## config.mk

```make
export PLATFORM = sky130hd
export DESIGN_NAME = dma_busmaster_flat
export DESIGN_NICKNAME = d
export VERILOG_FILES = /design/src/rtl/bus68k_pkg.sv /design/src/rtl/dma_busmaster_if.sv /design/src/rtl/sync2.sv /design/src/rtl/dma_busmaster.sv /design/src/flat_wrapper.sv
export SDC_FILE = /design/constraint.sdc
export NUM_CORES = 1
export LEC_CHECK = 0
export BUFFER_PORTS_ARGS = -buffer_cell sky130_fd_sc_hd__buf_4
export CORE_ASPECT_RATIO = 1.4
export CORE_UTILIZATION = 23
export CTS_CLUSTER_DIAMETER = 120
export DETAILED_ROUTE_END_ITERATION = 6
export SLEW_MARGIN = 10
export SYNTH_ARGS = -nofsm -noshare
export SYNTH_HDL_FRONTEND = slang
export SYNTH_SLANG_ARGS = --single-unit
export TNS_END_PERCENT = 100
```

## constraint.sdc

```tcl
create_clock -name DRAM_CLK -period 2.38 [get_ports DRAM_CLK]
set_clock_uncertainty 0.15 [all_clocks]
set_input_delay 0.119 -clock DRAM_CLK [delete_from_list [all_inputs] [get_ports DRAM_CLK]]
set_output_delay 0.119 -clock DRAM_CLK [all_outputs]
set_load 0.02 [all_outputs]
```

## src/rtl/bus68k_pkg.sv

```systemverilog
// Shared 68030 bus encodings and the DMA bus-master state set.
package bus68k_pkg;

    // SIZ[1:0] transfer size
    localparam logic [1:0] SIZ_LONG = 2'b00;
    localparam logic [1:0] SIZ_BYTE = 2'b01;
    localparam logic [1:0] SIZ_WORD = 2'b10;
    localparam logic [1:0] SIZ_3B   = 2'b11;

    // FC[2:0] function codes a DMA master may legally issue
    localparam logic [2:0] FC_USER_DATA = 3'b001;
    localparam logic [2:0] FC_USER_PROG = 3'b010;
    localparam logic [2:0] FC_SUPV_DATA = 3'b101;
    localparam logic [2:0] FC_SUPV_PROG = 3'b110;

    // Port size reported back to the requester
    localparam logic [1:0] PORT_32 = 2'b00;
    localparam logic [1:0] PORT_8  = 2'b01;
    localparam logic [1:0] PORT_16 = 2'b10;

    typedef enum logic [2:0] {
        S_IDLE, S_ARB, S_ACK, S_ADDR, S_STRB, S_WAIT, S_TERM, S_NEXT
    } state_e;

    // Active-low /DSACK[1:0] to port width; 11 never terminates, map it to 32-bit
    function automatic logic [1:0] dsack_port(input logic [1:0] ndsack);
        case (ndsack)
            2'b01:   return PORT_16;
            2'b10:   return PORT_8;
            default: return PORT_32;
        endcase
    endfunction

endpackage

```

## src/rtl/dma_busmaster_if.sv

```systemverilog
// Local request/response handshake plus the 68030 bus pins of the DMA master.
interface dma_busmaster_if;
    logic        req_valid, req_ready, req_rnw;
    logic [31:0] req_addr, req_wdata;
    logic [1:0]  req_siz;
    logic [2:0]  req_fc;
    logic        rsp_valid, rsp_err;
    logic [31:0] rsp_rdata;
    logic [1:0]  rsp_port;
    logic        nBR, nBG, nBGACK, nAS_in, nSTERM, nBERR;
    logic [1:0]  nDSACK;
    logic        bus_oe, data_oe, RnW_o, nAS_o, nDS_o;
    logic [31:0] ADDR_o, DATA_o, DATA_i;
    logic [2:0]  FC_o;
    logic [1:0]  SIZ_o;

    modport master (
        input  req_valid, req_addr, req_rnw, req_siz, req_fc, req_wdata,
        output req_ready, rsp_valid, rsp_rdata, rsp_port, rsp_err,
        output nBR, nBGACK, bus_oe, data_oe, ADDR_o, FC_o, SIZ_o, RnW_o, nAS_o, nDS_o, DATA_o,
        input  nBG, nAS_in, nDSACK, nSTERM, nBERR, DATA_i
    );

    modport slave (
        output req_valid, req_addr, req_rnw, req_siz, req_fc, req_wdata,
        input  req_ready, rsp_valid, rsp_rdata, rsp_port, rsp_err,
        input  nBR, nBGACK, bus_oe, data_oe, ADDR_o, FC_o, SIZ_o, RnW_o, nAS_o, nDS_o, DATA_o,
        output nBG, nAS_in, nDSACK, nSTERM, nBERR, DATA_i
    );
endinterface

```

## src/rtl/sync2.sv

```systemverilog
// Two-flop synchronizer for asynchronous bus strobes; resets to a chosen idle level.
module sync2 #(
    parameter int             W       = 1,
    parameter logic [W-1:0]   RST_VAL = '0
) (
    input  logic         clk_i,
    input  logic         rst_ni,
    input  logic [W-1:0] d_i,
    output logic [W-1:0] q_o
);
    logic [W-1:0] meta_q, sync_q;

    // metastability stage followed by the stable stage
    always_ff @(posedge clk_i or negedge rst_ni) begin
        if (!rst_ni) begin
            meta_q <= RST_VAL;
            sync_q <= RST_VAL;
        end else begin
            meta_q <= d_i;
            sync_q <= meta_q;
        end
    end

    assign q_o = sync_q;
endmodule

```

## src/rtl/dma_busmaster.sv

```systemverilog
// 68030 bus initiator: arbitrates for the bus, runs one async cycle per local
// request, and reports data/port size/error back to the requester.
module dma_busmaster
    import bus68k_pkg::*;
#(
    parameter int TIMEOUT  = 128,
    parameter int HOLD_MAX = 8
) (
    input logic            DRAM_CLK,
    input logic            nRST,
    dma_busmaster_if.master bus
);
    localparam int TW = $clog2(TIMEOUT) + 1;
    localparam int HW = $clog2(HOLD_MAX + 1);
    localparam logic [TW-1:0] TMO_LAST = TW'(TIMEOUT - 1);
    localparam logic [TW-1:0] TMO_MAX  = '1;
    localparam logic [HW-1:0] HOLD_LIM = HW'(HOLD_MAX);

    state_e      state_q;
    logic        nbr_q, nbgack_q, nas_q, nds_q, rnw_q, bus_oe_q, data_oe_q;
    logic        req_ready_q, rsp_valid_q, rsp_err_q, nsterm_q;
    logic [1:0]  rsp_port_q, siz_q;
    logic [2:0]  fc_q;
    logic [31:0] addr_q, wdata_q, rdata_q;
    logic [TW-1:0] tmo_q;
    logic [HW-1:0] ten_q;

    logic [4:0]  sync_s;
    logic        nbg_s, nas_s, nberr_s;
    logic [1:0]  ndsack_s;

    sync2 #(.W(5), .RST_VAL(5'h1F)) u_sync (
        .clk_i  (DRAM_CLK),
        .rst_ni (nRST),
        .d_i    ({bus.nBG, bus.nAS_in, bus.nBERR, bus.nDSACK}),
        .q_o    (sync_s)
    );
    assign {nbg_s, nas_s, nberr_s, ndsack_s} = sync_s;

    // /STERM is synchronous to the bus clock, so one sampling flop suffices
    always_ff @(posedge DRAM_CLK or negedge nRST) begin
        if (!nRST) nsterm_q <= 1'b1;
        else       nsterm_q <= bus.nSTERM;
    end

    logic          term_d, free_d, cont_d, cap_d;
    logic [1:0]    port_d;
    logic [TW-1:0] tmo_d;
    assign term_d = !nberr_s || !nsterm_q || (ndsack_s != 2'b11);
    assign port_d = !nsterm_q ? PORT_32 : dsack_port(ndsack_s);
    assign tmo_d  = (tmo_q == TMO_MAX) ? tmo_q : tmo_q + TW'(1);
    assign free_d = !nbg_s && nas_s && (ndsack_s == 2'b11) && nsterm_q && nbgack_q;
    assign cont_d = bus.req_valid && (ten_q < HOLD_LIM) && !rsp_err_q;
    assign cap_d  = (state_q == S_ACK) || (state_q == S_NEXT && cont_d);

    // latch the request into the bus output registers as ADDR is entered
    always_ff @(posedge DRAM_CLK or negedge nRST) begin
        if (!nRST) begin
            addr_q  <= '0;
            fc_q    <= '0;
            siz_q   <= '0;
            rnw_q   <= 1'b1;
            wdata_q <= '0;
        end else if (cap_d) begin
            addr_q  <= bus.req_addr;
            fc_q    <= bus.req_fc;
            siz_q   <= bus.req_siz;
            rnw_q   <= bus.req_rnw;
            wdata_q <= bus.req_wdata;
        end
    end

    // bus tenure / cycle sequencer with registered strobes
    always_ff @(posedge DRAM_CLK or negedge nRST) begin
        if (!nRST) begin
            state_q     <= S_IDLE;
            nbr_q       <= 1'b1;
            nbgack_q    <= 1'b1;
            nas_q       <= 1'b1;
            nds_q       <= 1'b1;
            bus_oe_q    <= 1'b0;
            data_oe_q   <= 1'b0;
            req_ready_q <= 1'b0;
            rsp_valid_q <= 1'b0;
            rsp_err_q   <= 1'b0;
            rsp_port_q  <= PORT_32;
            rdata_q     <= '0;
            tmo_q       <= '0;
            ten_q       <= '0;
        end else begin
            req_ready_q <= cap_d;
            rsp_valid_q <= 1'b0;
            case (state_q)
                S_IDLE: if (bus.req_valid) begin
                    state_q <= S_ARB;
                    nbr_q   <= 1'b0;
                end
                S_ARB: if (free_d) begin
                    state_q  <= S_ACK;
                    nbgack_q <= 1'b0;
                    nbr_q    <= 1'b1;
                    bus_oe_q <= 1'b1;
                    ten_q    <= '0;
                end
                S_ACK: begin
                    state_q <= S_ADDR;
                    ten_q   <= ten_q + HW'(1);
                end
                S_ADDR: begin
                    state_q   <= S_STRB;
                    nas_q     <= 1'b0;
                    nds_q     <= !rnw_q;   // writes delay /DS one tick behind data
                    data_oe_q <= !rnw_q;
                    tmo_q     <= '0;
                end
                S_STRB: begin
                    state_q <= S_WAIT;
                    nds_q   <= 1'b0;
                    tmo_q   <= tmo_d;
                end
                S_WAIT: begin
                    tmo_q <= tmo_d;
                    if (term_d || tmo_q == TMO_LAST) begin
                        state_q     <= S_TERM;
                        nas_q       <= 1'b1;
                        nds_q       <= 1'b1;
                        data_oe_q   <= 1'b0;
                        rsp_valid_q <= 1'b1;
                        rsp_err_q   <= term_d ? !nberr_s : 1'b1;
                        rsp_port_q  <= term_d ? port_d : PORT_32;
                        if (term_d && rnw_q) rdata_q <= bus.DATA_i;
                    end
                end
                // the counter keeps running so a stuck slave cannot hold us here
                S_TERM: begin
                    tmo_q <= tmo_d;
                    if ((ndsack_s == 2'b11 && nberr_s) || tmo_q >= TMO_LAST)
                        state_q <= S_NEXT;
                end
                S_NEXT: if (cont_d) begin
                    state_q <= S_ADDR;
                    ten_q   <= ten_q + HW'(1);
                end else begin
                    state_q  <= S_IDLE;
                    bus_oe_q <= 1'b0;
                    nbgack_q <= 1'b1;
                end
                default: state_q <= S_IDLE;
            endcase
        end
    end

    assign bus.req_ready = req_ready_q;
    assign bus.rsp_valid = rsp_valid_q;
    assign bus.rsp_rdata = rdata_q;
    assign bus.rsp_port  = rsp_port_q;
    assign bus.rsp_err   = rsp_err_q;
    assign bus.nBR       = nbr_q;
    assign bus.nBGACK    = nbgack_q;
    assign bus.bus_oe    = bus_oe_q;
    assign bus.data_oe   = data_oe_q;
    assign bus.ADDR_o    = addr_q;
    assign bus.FC_o      = fc_q;
    assign bus.SIZ_o     = siz_q;
    assign bus.RnW_o     = rnw_q;
    assign bus.nAS_o     = nas_q;
    assign bus.nDS_o     = nds_q;
    assign bus.DATA_o    = wdata_q;
endmodule
```

## src/flat_wrapper.sv

```systemverilog
// flat-port wrapper written by rule: the top's interface ports become plain ports
module dma_busmaster_flat import bus68k_pkg::*;
#(
    parameter int TIMEOUT  = 128,
    parameter int HOLD_MAX = 8
)
  (DRAM_CLK, nRST, bus_req_valid, bus_req_addr, bus_req_rnw, bus_req_siz, bus_req_fc, bus_req_wdata, bus_req_ready, bus_rsp_valid, bus_rsp_rdata, bus_rsp_port, bus_rsp_err, bus_nBR, bus_nBGACK, bus_bus_oe, bus_data_oe, bus_ADDR_o, bus_FC_o, bus_SIZ_o, bus_RnW_o, bus_nAS_o, bus_nDS_o, bus_DATA_o, bus_nBG, bus_nAS_in, bus_nDSACK, bus_nSTERM, bus_nBERR, bus_DATA_i);
  dma_busmaster_if bus_i ();
  input logic DRAM_CLK;
  input logic nRST;
  input wire logic [$bits(bus_i.req_valid)-1:0] bus_req_valid;
  input wire logic [$bits(bus_i.req_addr)-1:0] bus_req_addr;
  input wire logic [$bits(bus_i.req_rnw)-1:0] bus_req_rnw;
  input wire logic [$bits(bus_i.req_siz)-1:0] bus_req_siz;
  input wire logic [$bits(bus_i.req_fc)-1:0] bus_req_fc;
  input wire logic [$bits(bus_i.req_wdata)-1:0] bus_req_wdata;
  output wire logic [$bits(bus_i.req_ready)-1:0] bus_req_ready;
  output wire logic [$bits(bus_i.rsp_valid)-1:0] bus_rsp_valid;
  output wire logic [$bits(bus_i.rsp_rdata)-1:0] bus_rsp_rdata;
  output wire logic [$bits(bus_i.rsp_port)-1:0] bus_rsp_port;
  output wire logic [$bits(bus_i.rsp_err)-1:0] bus_rsp_err;
  output wire logic [$bits(bus_i.nBR)-1:0] bus_nBR;
  output wire logic [$bits(bus_i.nBGACK)-1:0] bus_nBGACK;
  output wire logic [$bits(bus_i.bus_oe)-1:0] bus_bus_oe;
  output wire logic [$bits(bus_i.data_oe)-1:0] bus_data_oe;
  output wire logic [$bits(bus_i.ADDR_o)-1:0] bus_ADDR_o;
  output wire logic [$bits(bus_i.FC_o)-1:0] bus_FC_o;
  output wire logic [$bits(bus_i.SIZ_o)-1:0] bus_SIZ_o;
  output wire logic [$bits(bus_i.RnW_o)-1:0] bus_RnW_o;
  output wire logic [$bits(bus_i.nAS_o)-1:0] bus_nAS_o;
  output wire logic [$bits(bus_i.nDS_o)-1:0] bus_nDS_o;
  output wire logic [$bits(bus_i.DATA_o)-1:0] bus_DATA_o;
  input wire logic [$bits(bus_i.nBG)-1:0] bus_nBG;
  input wire logic [$bits(bus_i.nAS_in)-1:0] bus_nAS_in;
  input wire logic [$bits(bus_i.nDSACK)-1:0] bus_nDSACK;
  input wire logic [$bits(bus_i.nSTERM)-1:0] bus_nSTERM;
  input wire logic [$bits(bus_i.nBERR)-1:0] bus_nBERR;
  input wire logic [$bits(bus_i.DATA_i)-1:0] bus_DATA_i;
  assign bus_i.req_valid = bus_req_valid;
  assign bus_i.req_addr = bus_req_addr;
  assign bus_i.req_rnw = bus_req_rnw;
  assign bus_i.req_siz = bus_req_siz;
  assign bus_i.req_fc = bus_req_fc;
  assign bus_i.req_wdata = bus_req_wdata;
  assign bus_req_ready = bus_i.req_ready;
  assign bus_rsp_valid = bus_i.rsp_valid;
  assign bus_rsp_rdata = bus_i.rsp_rdata;
  assign bus_rsp_port = bus_i.rsp_port;
  assign bus_rsp_err = bus_i.rsp_err;
  assign bus_nBR = bus_i.nBR;
  assign bus_nBGACK = bus_i.nBGACK;
  assign bus_bus_oe = bus_i.bus_oe;
  assign bus_data_oe = bus_i.data_oe;
  assign bus_ADDR_o = bus_i.ADDR_o;
  assign bus_FC_o = bus_i.FC_o;
  assign bus_SIZ_o = bus_i.SIZ_o;
  assign bus_RnW_o = bus_i.RnW_o;
  assign bus_nAS_o = bus_i.nAS_o;
  assign bus_nDS_o = bus_i.nDS_o;
  assign bus_DATA_o = bus_i.DATA_o;
  assign bus_i.nBG = bus_nBG;
  assign bus_i.nAS_in = bus_nAS_in;
  assign bus_i.nDSACK = bus_nDSACK;
  assign bus_i.nSTERM = bus_nSTERM;
  assign bus_i.nBERR = bus_nBERR;
  assign bus_i.DATA_i = bus_DATA_i;
  dma_busmaster #(.TIMEOUT(TIMEOUT), .HOLD_MAX(HOLD_MAX)) u_core (.DRAM_CLK(DRAM_CLK), .nRST(nRST), .bus(bus_i));
endmodule
```

* Yosys cells after proc, flatten, opt, wreduce, memory -nomap -nowiden
Index checks and enable logic that the tools add are counted.
Word-level totals: register bits 139, input bits 111, word-level logic and storage cells 112, output and inout bits 113
Cells by class: add/sub/neg operators 2, order comparisons 2, reduce and logical (&&, ||, !) cells 36, equality and inequality tests 20, multiplexer cells 30
Operators by type and width (number):
- $pmux 3 s8 | 1
- $pmux 8 s2 | 1
- $eq 3x3->1 const B | 4
- $mux 3 | 4
- $pmux 4 s3 | 1
- $reduce_and 3->1 | 4
- $mux 1 | 10
- $pmux 1 s2 | 5
- $logic_and 1x1->1 | 9
- $add 8x1->8 const B | 1
- $eq 8x7->1 const B | 1
- $eq 8x8->1 const B | 1
- $ge 8x7->1 const B | 1
- $mux 4 | 2
- $mux 8 | 1
- $ne 2x1->1 const B | 4
- $ne 2x2->1 const B | 4
- $reduce_and 2->1 | 4
- $reduce_bool 2->1 | 4
- $eq 3x2->1 const B | 2
- $mux 2 | 3
- $reduce_bool 3->1 | 2
- $logic_not 1->1 | 5
- $logic_or 1x1->1 | 5
- 10 further kinds | 11

* Longest topological paths before layout
word-level depth 7, gate-level depth with buffers 7, gate-level depth less buffers 6

* Modules after synthesis
A second synthesis with hierarchy kept.
Second synthesis, totals: cell total of the unflattened synthesis 369, area, all modules 5470.2 um2
By module, submodules not included:
- dma_busmaster | instances 1, cells an instance 359, area an instance 5207.5 um2, sequential area each 3235.6 um2
- sync2 | instances 1, cells an instance 10, area an instance 262.8 um2, sequential area each 262.8 um2

* Worst setup path after synthesis
Ideal clock, no wire load.
kind flip-flop to flip-flop, start register u_core.rsp_err_q (netlist: u_core.bus.rsp_err), end register u_core.wdata_q[10] (netlist: u_core.bus.DATA_o[10]), setup slack 0.517 ns, period minus slack after synthesis 1.863 ns, buffers on the path 3, required time 2.105 ns, arrival time 1.588 ns, cell stages (with the launch flop) 7, path through dfrtp_1 nor3b_2 a22o_1 buf_6 buf_6 buf_6 mux2_4
On the way: longest elaborated chain between the ends 4
RTL lines:
- from (decl) | RTL line dma_busmaster.sv:21 | logic req_ready_q, rsp_valid_q, rsp_err_q, nsterm_q;
- from (signal assigned) | RTL line dma_busmaster.sv:129 | rsp_err_q <= term_d ? !nberr_s : 1'b1;
- $logic_not 1->1 | RTL line dma_busmaster.sv:53 | assign cont_d = bus.req_valid && (ten_q < HOLD_LIM) && !rsp_err_q;
- $logic_and 1x1->1 | RTL line dma_busmaster.sv:53
- $logic_and 1x1->1 | RTL line dma_busmaster.sv:54 | assign cap_d = (state_q == S_ACK) || (state_q == S_NEXT && cont_d);
- $logic_or 1x1->1 | RTL line dma_busmaster.sv:54
- to (signal assigned) | RTL line dma_busmaster.sv:69 | wdata_q <= bus.req_wdata;
- to (decl) | RTL line dma_busmaster.sv:24 | logic [31:0] addr_q, wdata_q, rdata_q;
No other way between the ends. A chain may end at the register's enable or synchronous reset.

* Worst setup path in the final report
start register u_core.rsp_err_q (netlist: u_core.bus.rsp_err), end register u_core.wdata_q[25] (netlist: u_core.bus.DATA_o[25])
The elaborated chain is that of the path after synthesis.

==> report_table.html <==
<table>
<tr><th>Metric</th><th>Value</th></tr>
<tr><th colspan="2">Setup path</th></tr>
<tr><td>Capture point of the worst reg-to-reg path</td><td>u_core.bus.DATA_o[25]</td></tr>
<tr><td>Data arrival, critical path</td><td>2.17 ns</td></tr>
<tr><td>Crit Path Category</td><td>flop to flop</td></tr>
<tr><td>Slowest Stage Delay on Critical Path</td><td>0.43 ns</td></tr>
<tr><td>Capturing element of the worst setup path</td><td>u_core.bus.DATA_o[25]</td></tr>
<tr><td>Critical path fanouts, max</td><td>23</td></tr>
<tr><td>Startpoint of the worst setup timing path</td><td>u_core.bus.rsp_err</td></tr>
<tr><td>Capturing element type of the critical path</td><td>flop</td></tr>
<tr><td>Ordered list of cells on the worst path</td><td>nor3b_2 -&gt; a22o_4 -&gt; buf_12 -&gt; mux2_2</td></tr>
<tr><td>Required time of the critical path</td><td>2.52 ns</td></tr>
<tr><td>Worst-path cell with the longest stage delay</td><td>sky130_fd_sc_hd__dfrtp_1</td></tr>
<tr><td>Reg2reg setup slack</td><td>0.35 ns</td></tr>
<tr><td>Crit start category</td><td>flop</td></tr>
<tr><td>Logic depth of the worst register-to-register path</td><td>4</td></tr>
<tr><td>Worst reg2reg startpoint</td><td>u_core.bus.rsp_err</td></tr>
<tr><th colspan="2">Floorplanning</th></tr>
<tr><td>Horizontal die dimension</td><td>133 um</td></tr>
<tr><td>Effective utilization at floorplan</td><td>23.5%</td></tr>
<tr><td>Count of pins on the block boundary</td><td>224</td></tr>
<tr><td>Area of the core region</td><td>23,400 um2</td></tr>
<tr><td>DIE AREA</td><td>24,500 um2</td></tr>
<tr><td>Number of rows created at floorplan</td><td>66</td></tr>
<tr><td>Vertical die dimension</td><td>185 um</td></tr>
<tr><th colspan="2">Synthesis</th></tr>
<tr><td>Count of flip-flops with a built-in enable after synthesis</td><td>0</td></tr>
<tr><td>Primary FF master, synth</td><td>sky130_fd_sc_hd__dfrtp_1</td></tr>
<tr><td>Total of flip-flops plus latches after synthesis</td><td>139</td></tr>
<tr><td>Cell area after technology mapping</td><td>5500 um2</td></tr>
<tr><td>Average cell area after synthesis</td><td>15.0 um2</td></tr>
<tr><td>Yosys cell types</td><td>48</td></tr>
<tr><td>Number of warnings reported in the yosys synthesis log</td><td>0</td></tr>
<tr><td>Async set or reset register ratio after synthesis</td><td>100%</td></tr>
<tr><td>Portion of the post-synthesis area used by sequential elements</td><td>63.7%</td></tr>
<tr><td>Number of nets produced by synthesis</td><td>480</td></tr>
<tr><td>Post-synthesis instance total</td><td>367</td></tr>
<tr><th colspan="2">CTS</th></tr>
<tr><td>Clock tree from TritonCTS</td><td>done</td></tr>
<tr><td>Setup bufs post-CTS</td><td>0</td></tr>
<tr><td>Clock-pin slew reported for the worst setup and hold paths after clock tree synthesis</td><td>0.06 ns</td></tr>
<tr><td>Maximum root-to-sink buffer count</td><td>2</td></tr>
<tr><td>Clock Root Buffer</td><td>sky130_fd_sc_hd__clkbuf_16</td></tr>
<tr><td>Hold buffer count at cts</td><td>110</td></tr>
<tr><td>Worst-Skew Late Latency</td><td>0.41 ns</td></tr>
<tr><td>Post-CTS Resized</td><td>0</td></tr>
<tr><td>Number of buffers inserted during clock tree synthesis</td><td>17</td></tr>
<tr><td>H-tree depth</td><td>4</td></tr>
<tr><td>Clock Sinks</td><td>139</td></tr>
<tr><th colspan="2">Timing</th></tr>
<tr><td>Final worst path period share</td><td>85.1%</td></tr>
<tr><td>Finish-stage setup viols</td><td>0</td></tr>
<tr><td>Number of endpoints with negative hold slack in the final report</td><td>0</td></tr>
<tr><td>Tmin final</td><td>2.03 ns</td></tr>
<tr><td>Max Clk Rate</td><td>0.494 GHz</td></tr>
<tr><td>RSZ-0062 raised after global routing</td><td>false</td></tr>
<tr><td>Number of pins exceeding their max-slew limit in the final report</td><td>0</td></tr>
<tr><td>Worst Hold Slack</td><td>0.0749 ns</td></tr>
<tr><td>Measured slew at the worst slew-check pin</td><td>0.482 ns</td></tr>
<tr><td>Aggregate negative setup slack</td><td>0 ns</td></tr>
<tr><td>Headroom to the max-slew limit</td><td>67.8%</td></tr>
<tr><th colspan="2">Routing</th></tr>
<tr><td>Antenna violation net count after detailed routing</td><td>0</td></tr>
<tr><td>Final wirelength</td><td>14,700 um</td></tr>
<tr><td>Post-detailed-route wirelength per cell</td><td>14.2 um</td></tr>
<tr><td>Iter 0 DRT Violations</td><td>151</td></tr>
<tr><td>Via count of the routed design</td><td>4,203</td></tr>
<tr><td>Drt drc</td><td>0</td></tr>
<tr><td>Length of the first detailed-routing pass in iterations</td><td>4</td></tr>
<tr><td>Routed vias/inst</td><td>4.07</td></tr>
<tr><th colspan="2">Global route</th></tr>
<tr><td>Maximum number of pins on one net before global-route repair</td><td>50</td></tr>
<tr><td>Initial antenna violation count</td><td>0</td></tr>
<tr><td>Global-route wire length before repair</td><td>23,200 um</td></tr>
<tr><td>Via count of the first global-routing pass</td><td>4,511</td></tr>
<tr><td>GRT Total Usage</td><td>12.2%</td></tr>
<tr><td>Total congestion overflow</td><td>0</td></tr>
<tr><th colspan="2">Run status</th></tr>
<tr><td>Result of the run</td><td>finished clean</td></tr>
<tr><th colspan="2">Cells and area</th></tr>
<tr><td>Share of post-route cells with drive strength above 1</td><td>53.9%</td></tr>
<tr><td>Commonest cells after routing, fill and taps aside</td><td>sky130_fd_sc_hd__buf_4 (229), sky130_fd_sc_hd__dfrtp_1 (123), sky130_fd_sc_hd__dlygate4sd3_1 (110)</td></tr>
<tr><td>Layout filler cell count</td><td>2,185</td></tr>
<tr><td>Commonest non-fill, non-tap cell in the layout</td><td>sky130_fd_sc_hd__buf_4</td></tr>
<tr><td>Area Overhead vs Synth</td><td>69.8%</td></tr>
<tr><td>Diode insertion count for antenna repair</td><td>0</td></tr>
<tr><td>Fin nets</td><td>826</td></tr>
<tr><th colspan="2">Min path</th></tr>
<tr><td>Class of the worst hold path</td><td>primary input to asynchronous set/reset pin</td></tr>
<tr><th colspan="2">Power</th></tr>
<tr><td>Leakage power</td><td>4.24 nW</td></tr>
<tr><td>Clk network pwr share</td><td>22.7%</td></tr>
<tr><td>Switching power total</td><td>4.44 mW</td></tr>
<tr><td>Tot Pwr</td><td>12.6 mW</td></tr>
<tr><td>Fraction of power spent switching nets</td><td>35.3%</td></tr>
<tr><td>Internal power of the cells</td><td>8.16 mW</td></tr>
<tr><td>Power per standard cell area</td><td>1350 nW/um2</td></tr>
<tr><td>Power share of the combinational group</td><td>44.3%</td></tr>
<tr><td>Sequential Power Share</td><td>33.0%</td></tr>
<tr><td>Largest vdd supply drop</td><td>0.567 mV</td></tr>
<tr><th colspan="2">Placement</th></tr>
<tr><td>RD Place Congestion</td><td>0.718</td></tr>
<tr><td>DP HPWL</td><td>9680 um</td></tr>
<tr><td>Number of I/O port buffers</td><td>223</td></tr>
<tr><th colspan="2">Run</th></tr>
<tr><td>Max capacitance violation total</td><td>0</td></tr>
</table>
-- area by class of cell --
class | count | area [um2] | area share (%)
Clock buffer | 19 | 443 | 4.75
Clock inverter | 13 | 190 | 2.04
Inverter | 3 | 11.3 | 0.121
Multi-Input combinational cell | 207 | 1870 | 20.1
Sequential cell | 139 | 3500 | 37.5
Tap cell | 306 | 383 | 4.10
Timing Repair Buffer | 345 | 2930 | 31.4
-- state kept, by name, indices dropped and copies added, names as in the netlist, 2 cells and up --
signal	cells
u_core.ten_q	4
u_core.bus.ADDR_o	32
u_core.u_sync.meta_q	5
u_core.bus.SIZ_o	2
u_core.bus.rsp_port	2
u_core.bus.FC_o	3
u_core.bus.DATA_o	32
u_core.bus.rsp_rdata	32
u_core.u_sync.q_o	5
u_core.state_q	3
u_core.tmo_q	8
-- cells in the mapped netlist (3+ instances only) --
cell type                  instances  area [um2]
sky130_fd_sc_hd__buf_6             5        56.3
sky130_fd_sc_hd__nand2_1          15        56.3
sky130_fd_sc_hd__nor2b_1           7        43.8
sky130_fd_sc_hd__o21ai_0           7        35.0
sky130_fd_sc_hd__nand3_1           9        45.0
sky130_fd_sc_hd__nor3_1            4        20.0
sky130_fd_sc_hd__nor2_1           10        37.5
sky130_fd_sc_hd__inv_1             3        11.3
sky130_fd_sc_hd__mux2_2           87         980
sky130_fd_sc_hd__nor3b_1           4        30.0
sky130_fd_sc_hd__dfrtp_1         123        3080
sky130_fd_sc_hd__a21oi_1          10        50.1
sky130_fd_sc_hd__dfstp_2          16         420
sky130_fd_sc_hd__mux2_4           16         240
sky130_fd_sc_hd__clkbuf_1          3        11.3
sky130_fd_sc_hd__buf_2             9        45.0
-- critical path: cells and delay by family (launching register included) --
kind | cells | cell delay [ns]
compound gates | 1 | 0.39
buf+inv | 1 | 0.22
flops | 1 | 0.43
mux | 1 | 0.37
simple gates | 1 | 0.34
-- logic make-up after synthesis --
group | count (synthesis) | share of synthesized area, %
AND/OR/NAND/NOR | 62 | 6.03
buffers and inverters | 21 | 2.39
AO/OA/AOI/OAI | 38 | 4.92
adder cells (fa/ha/maj) | 2 | 0.455
multiplexers | 104 | 22.4
flip-flops | 139 | 63.7
XOR/XNOR | 1 | 0.159
-- power by group through the flow --
stage / Sequential (mW) / Combinational [mW] / Clock [mW]
after floorplan: 5.26 / 2.10 / 0
after global placement: 4.16 / 5.41 / 0
after global routing: 4.31 / 5.95 / 3.05
final: 4.15 / 5.58 / 2.86
after detailed placement: 4.18 / 5.47 / 0
after CTS: 4.15 / 5.63 / 2.95
-- worst min-delay path by stage --
stage | startpoint | to | slack [ns] | cells past startpoint
2_1_floorplan | nRST | u_core.bus.ADDR_o[0] | -0.33 | 0
3_5_place_dp | nRST | u_core.bus.DATA_o[19] | -0.05 | 1
5_1_grt | nRST | u_core.bus.DATA_o[20] | 0.11 | 2
4_1_cts | nRST | u_core.bus.DATA_o[19] | 0.08 | 2
3_3_place_gp | nRST | u_core.bus.DATA_o[19] | -0.05 | 1
6_report | nRST | u_core.bus.DATA_o[19] | 0.07 | 2
-- routing by layer --
metal  up-vias  part of all wire (%)  global-route usage (%)
met2       132                    56                    22.7
met3        17                   5.3                    3.59
met4         0                   1.5                    4.74
met5         -                     0                       0
li1       2009                     -                       -
met1      2045                    38                    12.9
-- per-stage QoR --
stage          worst slack (ns)  cell area, um2  util (%)  std cells
2_1_floorplan             0.517            5500         -        367
3_3_place_gp              0.396            7600      32.5        890
3_5_place_dp              0.339            7600      32.5        890
4_1_cts                   0.334            9330      39.9       1032
5_1_grt                   0.215            9330      39.9       1032
6_report                  0.354            9330      39.9       1032
(Power assumes the default switching activity.)
